$ cat config.mk
export PLATFORM = sky130hd
export DESIGN_NAME = jk_excitation_driver
export DESIGN_NICKNAME = d
export VERILOG_FILES = /design/src/rtl/jk_excitation_driver.sv
export SDC_FILE = /design/constraint.sdc
export NUM_CORES = 1
export LEC_CHECK = 0
export CAP_MARGIN = 20
export CORE_MARGIN = 4
export CORE_UTILIZATION = 53
export CTS_BUF_LIST = sky130_fd_sc_hd__clkbuf_2
export DETAILED_ROUTE_END_ITERATION = 10
export PLACE_DENSITY_LB_ADDON = 0.08
export SYNTH_ARGS = -nofsm -noshare
export SYNTH_HDL_FRONTEND = slang
export SYNTH_SLANG_ARGS = --single-unit
$ cat constraint.sdc
create_clock -name Clk -period 2.5 [get_ports Clk]
set_input_delay 0.5 -clock Clk [delete_from_list [all_inputs] [get_ports Clk]]
set_output_delay 0.5 -clock Clk [all_outputs]
set_load 0.01 [all_outputs]
$ cat src/rtl/jk_excitation_driver.sv
// jk_excitation_driver: turns a stream of desired next-Q bits into registered
// J/K excitation for an external JK flip-flop. Targets are buffered in a small
// FIFO, released one per cycle under step_en, and the flip-flop's Q is checked
// against the tracked model two edges after each step.
module jk_excitation_driver #(
    parameter int DEPTH   = 4,   // FIFO entries, power of two, >= 2
    parameter int DC_FILL = 0,   // value substituted for excitation don't-cares
    parameter int CNT_W   = 8    // width of step_cnt / err_cnt
) (
    input  logic             Clk,
    input  logic             RST_B,
    input  logic             clear,
    input  logic             tgt_bit,
    input  logic             tgt_valid,
    output logic             tgt_ready,
    input  logic             step_en,
    output logic             J,
    output logic             K,
    output logic             drv_valid,
    input  logic             Q_obs,
    output logic             mismatch,
    output logic             q_model,
    output logic [CNT_W-1:0] step_cnt,
    output logic [CNT_W-1:0] err_cnt,
    output logic             empty,
    output logic             full
);

    localparam int          AW       = $clog2(DEPTH);
    localparam logic [AW:0] FULL_CNT = DEPTH[AW:0];
    localparam logic        DC       = (DC_FILL != 0);
    localparam logic [CNT_W-1:0] CNT_MAX = {CNT_W{1'b1}};

    typedef enum logic [1:0] {
        IDLE  = 2'd0,
        DRIVE = 2'd1,
        TAIL  = 2'd2
    } state_t;

    // FIFO storage and pointers; count carries the extra bit that separates
    // full from empty when the pointers are equal.
    logic [DEPTH-1:0] mem;
    logic [AW-1:0]    wr_ptr;
    logic [AW-1:0]    rd_ptr;
    logic [AW:0]      count;

    logic   push;
    logic   pop;
    logic   head;
    logic   j_nxt;
    logic   k_nxt;
    logic   exp_q;
    logic   chk_pend;
    logic   chk_fire;
    state_t state;
    state_t state_nxt;

    assign full      = (count == FULL_CNT);
    assign empty     = (count == '0);
    assign tgt_ready = !full;

    // A push in a clear cycle is dropped; pops never bypass an empty FIFO.
    assign push = tgt_valid && !full && !clear;
    assign pop  = step_en && !empty && !clear;
    assign head = mem[rd_ptr];

    // A check only fires while the controller still considers a step in flight.
    assign chk_fire = chk_pend && (state != IDLE);

    // Excitation table lookup for the step about to be issued.
    always_comb begin
        j_nxt = 1'b0;
        k_nxt = 1'b0;
        case ({q_model, head})
            2'b00: begin j_nxt = 1'b0; k_nxt = DC;   end
            2'b01: begin j_nxt = 1'b1; k_nxt = DC;   end
            2'b10: begin j_nxt = DC;   k_nxt = 1'b1; end
            2'b11: begin j_nxt = DC;   k_nxt = 1'b0; end
            default: begin j_nxt = 1'b0; k_nxt = 1'b0; end
        endcase
    end

    // FIFO data array; contents need no reset since occupancy gates reads.
    always_ff @(posedge Clk) begin
        if (push) begin
            mem[wr_ptr] <= tgt_bit;
        end
    end

    // FIFO pointers and occupancy.
    always_ff @(posedge Clk) begin
        if (!RST_B || clear) begin
            wr_ptr <= '0;
            rd_ptr <= '0;
            count  <= '0;
        end else begin
            if (push) wr_ptr <= wr_ptr + 1'b1;
            if (pop)  rd_ptr <= rd_ptr + 1'b1;
            case ({push, pop})
                2'b10:   count <= count + 1'b1;
                2'b01:   count <= count - 1'b1;
                default: count <= count;
            endcase
        end
    end

    // Step issue: register J/K, advance the Q model, count steps.
    always_ff @(posedge Clk) begin
        if (!RST_B) begin
            J         <= 1'b0;
            K         <= 1'b0;
            drv_valid <= 1'b0;
            q_model   <= 1'b0;
            step_cnt  <= '0;
        end else if (clear) begin
            J         <= 1'b0;
            K         <= 1'b0;
            drv_valid <= 1'b0;
            q_model   <= Q_obs;   // resync to a flip-flop that may lack reset
            step_cnt  <= '0;
        end else if (pop) begin
            J         <= j_nxt;
            K         <= k_nxt;
            drv_valid <= 1'b1;
            q_model   <= head;
            if (step_cnt != CNT_MAX) step_cnt <= step_cnt + 1'b1;
        end else begin
            J         <= 1'b0;
            K         <= 1'b0;
            drv_valid <= 1'b0;
        end
    end

    // Check pipeline: arm while J/K are presented, compare one edge later
    // once the external flip-flop has clocked them in.
    always_ff @(posedge Clk) begin
        if (!RST_B || clear) begin
            chk_pend <= 1'b0;
            exp_q    <= 1'b0;
            mismatch <= 1'b0;
            err_cnt  <= '0;
        end else begin
            chk_pend <= drv_valid;
            if (drv_valid) exp_q <= q_model;
            mismatch <= chk_fire && (Q_obs != exp_q);
            if (chk_fire && (Q_obs != exp_q) && (err_cnt != CNT_MAX)) begin
                err_cnt <= err_cnt + 1'b1;
            end
        end
    end

    // Control state register.
    always_ff @(posedge Clk) begin
        if (!RST_B) begin
            state <= IDLE;
        end else begin
            state <= state_nxt;
        end
    end

    // Control next-state: DRIVE while popping, TAIL while checks drain.
    always_comb begin
        state_nxt = state;
        if (clear) begin
            state_nxt = IDLE;
        end else begin
            case (state)
                IDLE:    if (pop) state_nxt = DRIVE;
                DRIVE:   state_nxt = pop ? DRIVE : TAIL;
                TAIL: begin
                    if (pop)                         state_nxt = DRIVE;
                    else if (!drv_valid && !chk_pend) state_nxt = IDLE;
                end
                default: state_nxt = IDLE;
            endcase
        end
    end

endmodule

Word level (Yosys, flattened, before mapping)
Cells that the tools add are included.
{"block": "classes", "add_sub_neg": 6, "magnitude_cmp": 3, "n_eq_ne": 13, "n_mux": 16, "bitwise_logic": 2, "n_reduce_logical": 28}
{"operator": "adder 8 x 1 -> 8 bit (second input constant)", "count": 2}
{"operator": "!= test 8 bit (second input constant)", "count": 2}
{"operator": "logical AND 1 bit", "count": 9}
{"operator": "OR reduction 3 bit", "count": 3}
{"operator": "== test 2 bit (second input constant)", "count": 4}
{"operator": "2-to-1 mux 2 bit", "count": 4}
{"operator": "== test 2 x 1 -> 1 bit (second input constant)", "count": 3}
{"operator": "zero test 1 bit", "count": 6}
{"operator": "< comparator 2 x 3 -> 1 bit (second input constant)", "count": 2}
{"operator": "case mux 2 bit (3 select lines)", "count": 1}
{"operator": "case mux 3 bit (2 select lines)", "count": 1}
{"operator": "nonzero test 2 bit", "count": 3}
{"operator": "2-to-1 mux 1 bit", "count": 5}
{"operator": "adder 2 x 1 -> 2 bit (second input constant)", "count": 2}
{"operator": "bitwise mux 4 bit", "count": 1}
{"operator": "zero test 2 bit", "count": 2}
{"operator": "case mux 1 bit (2 select lines)", "count": 2}
{"operator": "AND reduction 2 bit", "count": 2}
{"operator": "adder 3 x 1 -> 3 bit (second input constant)", "count": 1}
{"operator": "== test 3 bit (second input constant)", "count": 1}
{"operator": "zero test 3 bit", "count": 1}
{"operator": "!= test 3 bit (second input constant)", "count": 1}
{"operator": "subtractor 3 x 1 -> 3 bit (second input constant)", "count": 1}
{"operator": "binary-select mux 1 bit (select 2 bit)", "count": 1}
{"operator": "other kinds (7)", "count": 8}
{"block": "totals", "regBits": 36, "inputBits": 7, "output_inout_bits": 24}

Depth between registers and ports, before layout
{"block": "logic_depth", "word_depth": 6, "ltp_mapped": 10}

Least setup slack after synthesis
No wires, ideal clock.
{"block": "synth_path", "path_kind": "register to register", "startpoint": "reg count[2]", "endpoint": "reg count[2]", "setup_ns": 0.070, "arrival_time_ns": 2.281, "required_time_ns": 2.430, "setup_slack_ns": 0.149, "path_stages_with_launch": 11, "period_less_slack_ns": 2.351, "cell_sequence": "dfxtp_1 > or3b_2 > nand2_1 > nor2_1 > inv_1 > ha_1 > inv_1 > fa_1 > xor2_1 > or3_1 > a21oi_1"}
{"block": "synth_via", "elab_chain_cells": 6, "elab_cells_between_ends": 14, "cone_classes": "add/sub: 2; eq/ne: 3; mux: 1; reduce/logical: 8"}
{"item": "start: declaration", "line_no": "45", "text": "logic [AW:0] count;"}
{"item": "start signal: assignment", "line_no": "100", "text": "2'b10: count <= count + 1'b1;"}
{"item": "start signal: assignment", "line_no": "101", "text": "2'b01: count <= count - 1'b1;"}
{"item": "start signal: assignment", "line_no": "102", "text": "default: count <= count;"}
{"item": "== test 3 bit (*)", "line_no": "58", "text": "assign full = (count == FULL_CNT);"}
{"item": "zero test 1 bit (*)"}
{"item": "named net tgt_ready", "line_no": "15", "text": "output logic tgt_ready,"}
{"item": "logical AND 1 bit (*) (2 in a row)", "line_no": "63", "text": "assign push = tgt_valid && !full && !clear;"}
{"item": "== test 2 x 1 -> 1 bit or == test 2 bit (tied branches)", "line_no": "99", "text": "case ({push, pop})"}
{"item": "case mux 3 bit (2 select lines) or nonzero test 2 bit (tied branches)"}
The timed path passes the listed nets; every way through them passes the cells marked *.
A chain may end at the register's enable or synchronous reset.

Worst setup path after layout
{"block": "layout_path", "startpoint": "reg count[0]", "endpoint": "reg count[2]"}
{"block": "layout_via", "elab_chain_cells": 6, "elab_cells_between_ends": 14, "cone_classes": "add/sub: 2; eq/ne: 3; mux: 1; reduce/logical: 8"}
{"item": "== test 3 bit or zero test 3 bit (tied branches)", "line_no": "58, 59"}
{"item": "zero test 1 bit (on tied branches)", "line_no": "63, 64"}
{"item": "logical AND 1 bit (on tied branches) (2 in a row)", "line_no": "63, 64"}
{"item": "== test 2 x 1 -> 1 bit or == test 2 bit (tied branches)", "line_no": "99"}
{"item": "case mux 3 bit (2 select lines) or nonzero test 2 bit (tied branches)"}
Parallel ways exist; a longest one is shown, timed or not.

==> results.sh <==
export IMPL_status="finished, final reports clean"
export IMPL_power_share_sequential_pct=58.1
export IMPL_post_dp_hpwl_mm=2.66
export IMPL_maximum_number_of_pins_on_one_net_before_global_route_repair=14
export IMPL_worstSetupPathType="flip-flop to flip-flop"
export IMPL_maxCapViolCount=0
export IMPL_drc=0
export IMPL_report_final_slew_viol_count=0
export IMPL_switching_share_pct=22.5
export IMPL_worst_setup_path_end_kind="flip-flop"
export IMPL_layout_cell_share_with_drive_strength_beyond_1_pct=13.0
export IMPL_postCtsSetupBuffers=0
export IMPL_fin_cells=260
export IMPL_cellInternalPower_uw=792
export IMPL_setup_ws_ns=0.202
export IMPL_routed_wire_length_per_instance_um=13.5
export IMPL_power_per_cell_area_mw_per_mm2=478
export IMPL_flow_area_growth_from_synthesis_pct=27.6
export IMPL_finalSetupViolCount=0
export IMPL_grt_setup_unrepaired="no"
export IMPL_final_cell_area_mm2=0.00214
export IMPL_startpoint_type="flip-flop"
export IMPL_required_time_reported_for_the_critical_path_endpoint_ns=2.82
export IMPL_cts_reportedPaths_clkPinSlew_ns=0.17
export IMPL_initialDrtViolationCount=75
export IMPL_tightest_hold_check_type="flip-flop to flip-flop"
export IMPL_grt_first_pass_wirelength_mm=6.07
export IMPL_insertion_delay_ns=0.38
export IMPL_layout_min_cycle_time_ns=2.30
export IMPL_worstMarginPinSlew_ns=0.464
export IMPL_postSynth_asyncResetShare_pct=0
export IMPL_design_die_area_mm2=0.00412
export IMPL_worst_slew_margin_rel_pct=69.0
export IMPL_clk_root_buffer_cell="clkbuf_2"
export IMPL_dp_worst_setup_slack_ns=-0.0617
export IMPL_synth_lib_cells_used_distinct=48
export IMPL_synthesis_nets=189
export IMPL_synth_main_ff_cell="dfxtp_1"
export IMPL_route_detailed_vias_per_inst=5.46
export IMPL_antenna_diode_count=0
export IMPL_route_vias_total=1419
export IMPL_arrival_ns=2.61
export IMPL_die_width_um=64.2
export IMPL_netlist_area_mm2=0.00168
export IMPL_share_comb_of_total_power_pct=6.3
export IMPL_core_region_area_mm2=0.00303
export IMPL_number_of_sinks_driven_by_the_clock_tree=36
export IMPL_portBuffers=30
export IMPL_num_io_pins=31
export IMPL_grt_usage_pct=18.6
export IMPL_tritoncts_num_buffers=5
export IMPL_floorplan_die_height_um=64.2
export IMPL_finalClockSkew_ns=0.0108
export IMPL_grt_antenna_before_repair=0
export IMPL_syn_mean_instance_area_um2=9.63
export IMPL_p_leak_nw=0.787
export IMPL_finalWirelength_mm=3.50
export IMPL_num_nets_final=230
export IMPL_yosys_register_bits=36
export IMPL_synth_seq_area_share_pct=45.4
export IMPL_overflow=0
export IMPL_final_hold_violation_count=0
export IMPL_synth_edf_count=4
export IMPL_maxClockFrequency_mhz=435
export IMPL_placedInstanceArea_mm2=0.00206
export IMPL_drt_pass1_iter_count=4
export IMPL_cts_htree_levels=2
export IMPL_worst_ir_drop_vdd_mv=0.297
export IMPL_ctsLongestPathBuffers=2
export IMPL_first_global_vias=1448
export IMPL_postSynthCellCount=174
export IMPL_num_rows=20
export IMPL_gp_routability_congestion=0.805
export IMPL_fin_crit_sh_pct=91.9
export IMPL_initial_core_util_pct=55.3
export IMPL_synth_yosys_warnings=0
export IMPL_final_antenna_net_count=0
export IMPL_power_clock_fraction_pct=35.6
export IMPL_count_of_placed_standard_cells_including_taps=252
export IMPL_power_switching_uw=230
export IMPL_path_max_fanout=6
export IMPL_tritoncts="built"
[cells by family after synthesis]
kind of cell | Yosys count | synth area share [%]
and+or+nand+nor | 68 | 21.4
DFF | 36 | 45.4
AOI/OAI and AO/OA | 34 | 13.7
buffers and inverters | 13 | 3.51
xor gates and xnor gates | 10 | 5.68
adders and majority gates | 8 | 6.42
muxes | 5 | 3.81
[final cells by class]
type,instances,area (µm²)
clock inverter,2,35.0
sequential,36,767
fill,251,890
inverter,10,37.5
timing repair buffer,37,353
clock buffer,6,30.0
multi-input combinational,125,861
tap,44,55.1
[synthesized netlist by cell type, drive strengths merged (4+ instances only)]
cell	instances	area share (%)
dfxtp	32	38
nor2	17	3.8
nand2	13	2.9
a21oi	11	3.3
inv	10	2.2
nand3	9	2.7
ha	7	5.2
and2	6	2.2
xor2	6	3.6
o21ai	5	1.5
and3	4	1.6
edfxtp	4	7.2
nand4	4	1.5
xnor2	4	2.1
[final timing paths]
kind | startpoint | end | slack [ns] | cells past startpoint
worst max-delay path | count[0]$_SDFFE_PP0P_ | count[2]$_SDFFE_PP0P_ | 0.20 | 10
worst min-delay path | state[0]$_SDFFE_PP0P_ | state[0]$_SDFFE_PP0P_ | 0.51 | 1
worst min register to register | state[0]$_SDFFE_PP0P_ | state[0]$_SDFFE_PP0P_ | 0.51 | 1
worst max register to register | count[0]$_SDFFE_PP0P_ | count[2]$_SDFFE_PP0P_ | 0.20 | 10
[repair_timing]
action / CTS / global route
setup endpoints to repair: 1 / 1
gates resized for setup: 1 / 5
hold buffers: 0 / 0
[critical path, cell delays in order (launching register included)]
cell     delay [ns]
dfxtp_2        0.39
or3b_4         0.42
nand2_2        0.10
nor2_1         0.05
inv_1          0.06
ha_1           0.18
inv_1          0.06
fa_1           0.37
xor2_1         0.16
or3_1          0.31
a21oi_1        0.14
[power by group through the flow]
stage | Clock [mW] | Combinational (mW) | Sequential (mW)
final | 0.364 | 0.0641 | 0.594
after CTS | 0.368 | 0.0645 | 0.595
after floorplan | 0 | 0.0327 | 0.606
after global placement | 0 | 0.0623 | 0.606
after global routing | 0.398 | 0.0706 | 0.595
after detailed placement | 0 | 0.0640 | 0.607
[metrics by stage]
stage	setup TNS [ns]	hold WS (ns)	power [mW]	util, %
2_1_floorplan	0	0.439	0.639	-
3_3_place_gp	0	0.451	0.668	68.1
4_1_cts	0	0.509	1.03	70.3
6_report	0	0.510	1.02	70.6
3_5_place_dp	-0.0617	0.478	0.671	68.1
5_1_grt	0	0.533	1.06	70.6
[placed cells by master (no fill, tap or decap), types with 2 or more instances in the layout]
master / count
or3_1: 2
o211ai_1: 2
and2_1: 5
xor2_1: 5
nand4_1: 4
and3_1: 2
nand2_1: 12
dfxtp_2: 2
edfxtp_1: 4
nand3_1: 9
nor3_1: 3
o31ai_1: 3
and3_2: 2
clkdlybuf4s50_1: 30
buf_4: 7
a21oi_1: 11
xnor2_1: 4
mux2i_1: 3
or4_1: 2
ha_1: 7
nor2_1: 17
dfxtp_1: 29
clkbuf_2: 6
inv_1: 10
nor3b_1: 2
o21ai_0: 5
[flip-flops by register name, indices dropped and copies added, names as in the netlist]
register,cells
chk_pend,1
err_cnt,8
wr_ptr,2
mem,4
J,1
K,1
rd_ptr,2
exp_q,1
count,3
q_model,1
mismatch,1
state,2
drv_valid,1
step_cnt,8
[layer usage]
metal	vias up	routed length (µm)	global-route usage [%]
met5	-	0	0
met4	0	48	8.18
met3	5	149	5.62
met2	31	1710	32.3
met1	673	1590	21.0
li1	710	-	-
No activity file was read; power rests on OpenSTA's default activity.
==> RTL edit (config.mk and constraints unchanged) <==
Re-encode `state_t` (3 states) as one-hot, 3 bits wide.
--- a/src/rtl/jk_excitation_driver.sv
+++ b/src/rtl/jk_excitation_driver.sv
@@ -31,10 +31,10 @@
     localparam logic        DC       = (DC_FILL != 0);
     localparam logic [CNT_W-1:0] CNT_MAX = {CNT_W{1'b1}};
 
-    typedef enum logic [1:0] {
-        IDLE  = 2'd0,
-        DRIVE = 2'd1,
-        TAIL  = 2'd2
+    typedef enum logic [2:0] {
+        IDLE  = 3'b001,
+        DRIVE = 3'b010,
+        TAIL  = 3'b100
     } state_t;
 
     // FIFO storage and pointers; count carries the extra bit that separates
Check against the original RTL: same outputs for any inputs over 10 cycles, from zero or initial values and one cycle with RST_B low; not proved beyond that.
==> RTL edit against the unedited design <==
Total power shrank 7.7%; synthesized area grew 3.4%; worst setup slack lost 0.030 ns; count of clock-buffer cells in the layout is the same; sequential cell count grew 1; largest cell class unchanged; largest power group unchanged; critical endpoint unchanged; global-route usage grew 1.1 points; wire length grew 9.3%; first-iteration DRC count grew 21%; final area grew 2.5%.
==> RTL edit: results (changes against the unedited design) <==
Worst setup path
  – Critical path's largest stage delay: 0.42 ns (about the same)
  – CP Max Fanout: 5 (was 6)
  – R2R Setup Slk: 0.17 ns (was 0.20 ns)

Placement
  – Gpl congestion: 0.8132 (was 0.8048)
  – Final HPWL DP: 2.850 mm (was 2.658 mm)
  – Placed insts: 268 (was 252)
  – DP Worst Slack: -0.007530 ns (was -0.06165 ns)

Logic synthesis
  – Post-synthesis mux area share: 4.769% (was 3.809%)
  – Most frequent cells after synthesis: 33 x dfxtp_1, 25 x nor2_1, 15 x nand2_1 (was 32 x dfxtp_1, 17 x nor2_1, 13 x nand2_1)
  – Seq/Total Area, Yosys: 45.09% (was 45.41%)
  – Post-Syn Area per Cell: 9.114 sq um (was 9.628 sq um)
  – Synth Area in Compound Gates: 9.249% (was 13.74%)
  – Post-Synth Adder-Cell Area: 6.214% (was 6.423%)
  – Post-Synth XOR/XNOR Area: 4.552% (was 5.676%)
  – Post-Syn Nets: 205 (was 189)
  – Cell variety after synth: 40 (was 48)
  – Synth area leaders: dfxtp_1 38%, edfxtp_1 6.9%, nor2_1 5.4% (was dfxtp_1 38%, edfxtp_1 7.2%, ha_1 5.2%)

Drt
  – Routed WL per cell: 13.80 microns (was 13.45 microns)
  – Initial DRC Count: 91 (was 75)
  – Via Count: 1,518 (was 1,419)

Final layout
  – # fillers: 256 (was 251)
  – Layout cell share with drive strength beyond 1: 11.16% (was 12.96%)

Timing
  – Period utilisation layout: 93.10% (was 91.91%)
  – Clk_skew: 0.01544 ns (was 0.01076 ns)
  – Max_slew headroom: 45.24% (was 68.96%)

Global routing
  – First-pass GRT wire length: 6.520 mm (was 6.065 mm)
  – GRT Overall Usage: 19.77% (was 18.63%)

Status
  – Status: completed (unchanged)

Power
  – P_leak: 0.7708 nW (was 0.7869 nW)
  – Maximum VDD drop: 0.0002607 V (was 0.0002970 V)
RTL edit: what timing repair did:
item / in CTS / in global routing
buffers inserted: 0 / 1
resized for setup: 0 / 5
setup endpoints to repair: 0 / 2
hold buffers: 0 / 0
RTL edit: report_power, final:
group | total (mW) | internal (mW) | leakage, nW | switching [mW]
clock network | 0.264 | 0.0703 | 0.0327 | 0.194
logic | 0.0688 | 0.0327 | 0.434 | 0.0361
registers | 0.610 | 0.605 | 0.304 | 0.00479
total | 0.943 | 0.708 | 0.771 | 0.235
RTL edit: how the worst min path moves through the flow:
stage | to | slack (ns) | cells after the start
2_1_floorplan | state[2] | 0.44 | 1
3_3_place_gp | state[2] | 0.46 | 1
3_5_place_dp | state[2] | 0.48 | 1
4_1_cts | state[2] | 0.51 | 1
5_1_grt | J | 0.54 | 1
6_report | J | 0.51 | 1
RTL edit: metal layers:
metal | vias to the layer above | GRT usage [%] | wire [microns]
met3 | 4 | 6.667 | 166
met5 | - | 0 | 0
li1 | 767 | - | -
met4 | 0 | 6.477 | 35
met1 | 704 | 23.62 | 1752
met2 | 43 | 33.25 | 1868
RTL edit: area by class of cell:
| cell class | count | area, sq um | area share [%] |
|---|---|---|---|
| multi-input combinational | 139 | 902.1 | 41.15 |
| clock buffer | 6 | 30.03 | 1.370 |
| inverter | 9 | 33.78 | 1.541 |
| sequential | 37 | 785.8 | 35.84 |
| tap | 44 | 55.05 | 2.511 |
| clock inverter | 2 | 10.01 | 0.4566 |
| timing repair buffer | 40 | 375.4 | 17.12 |
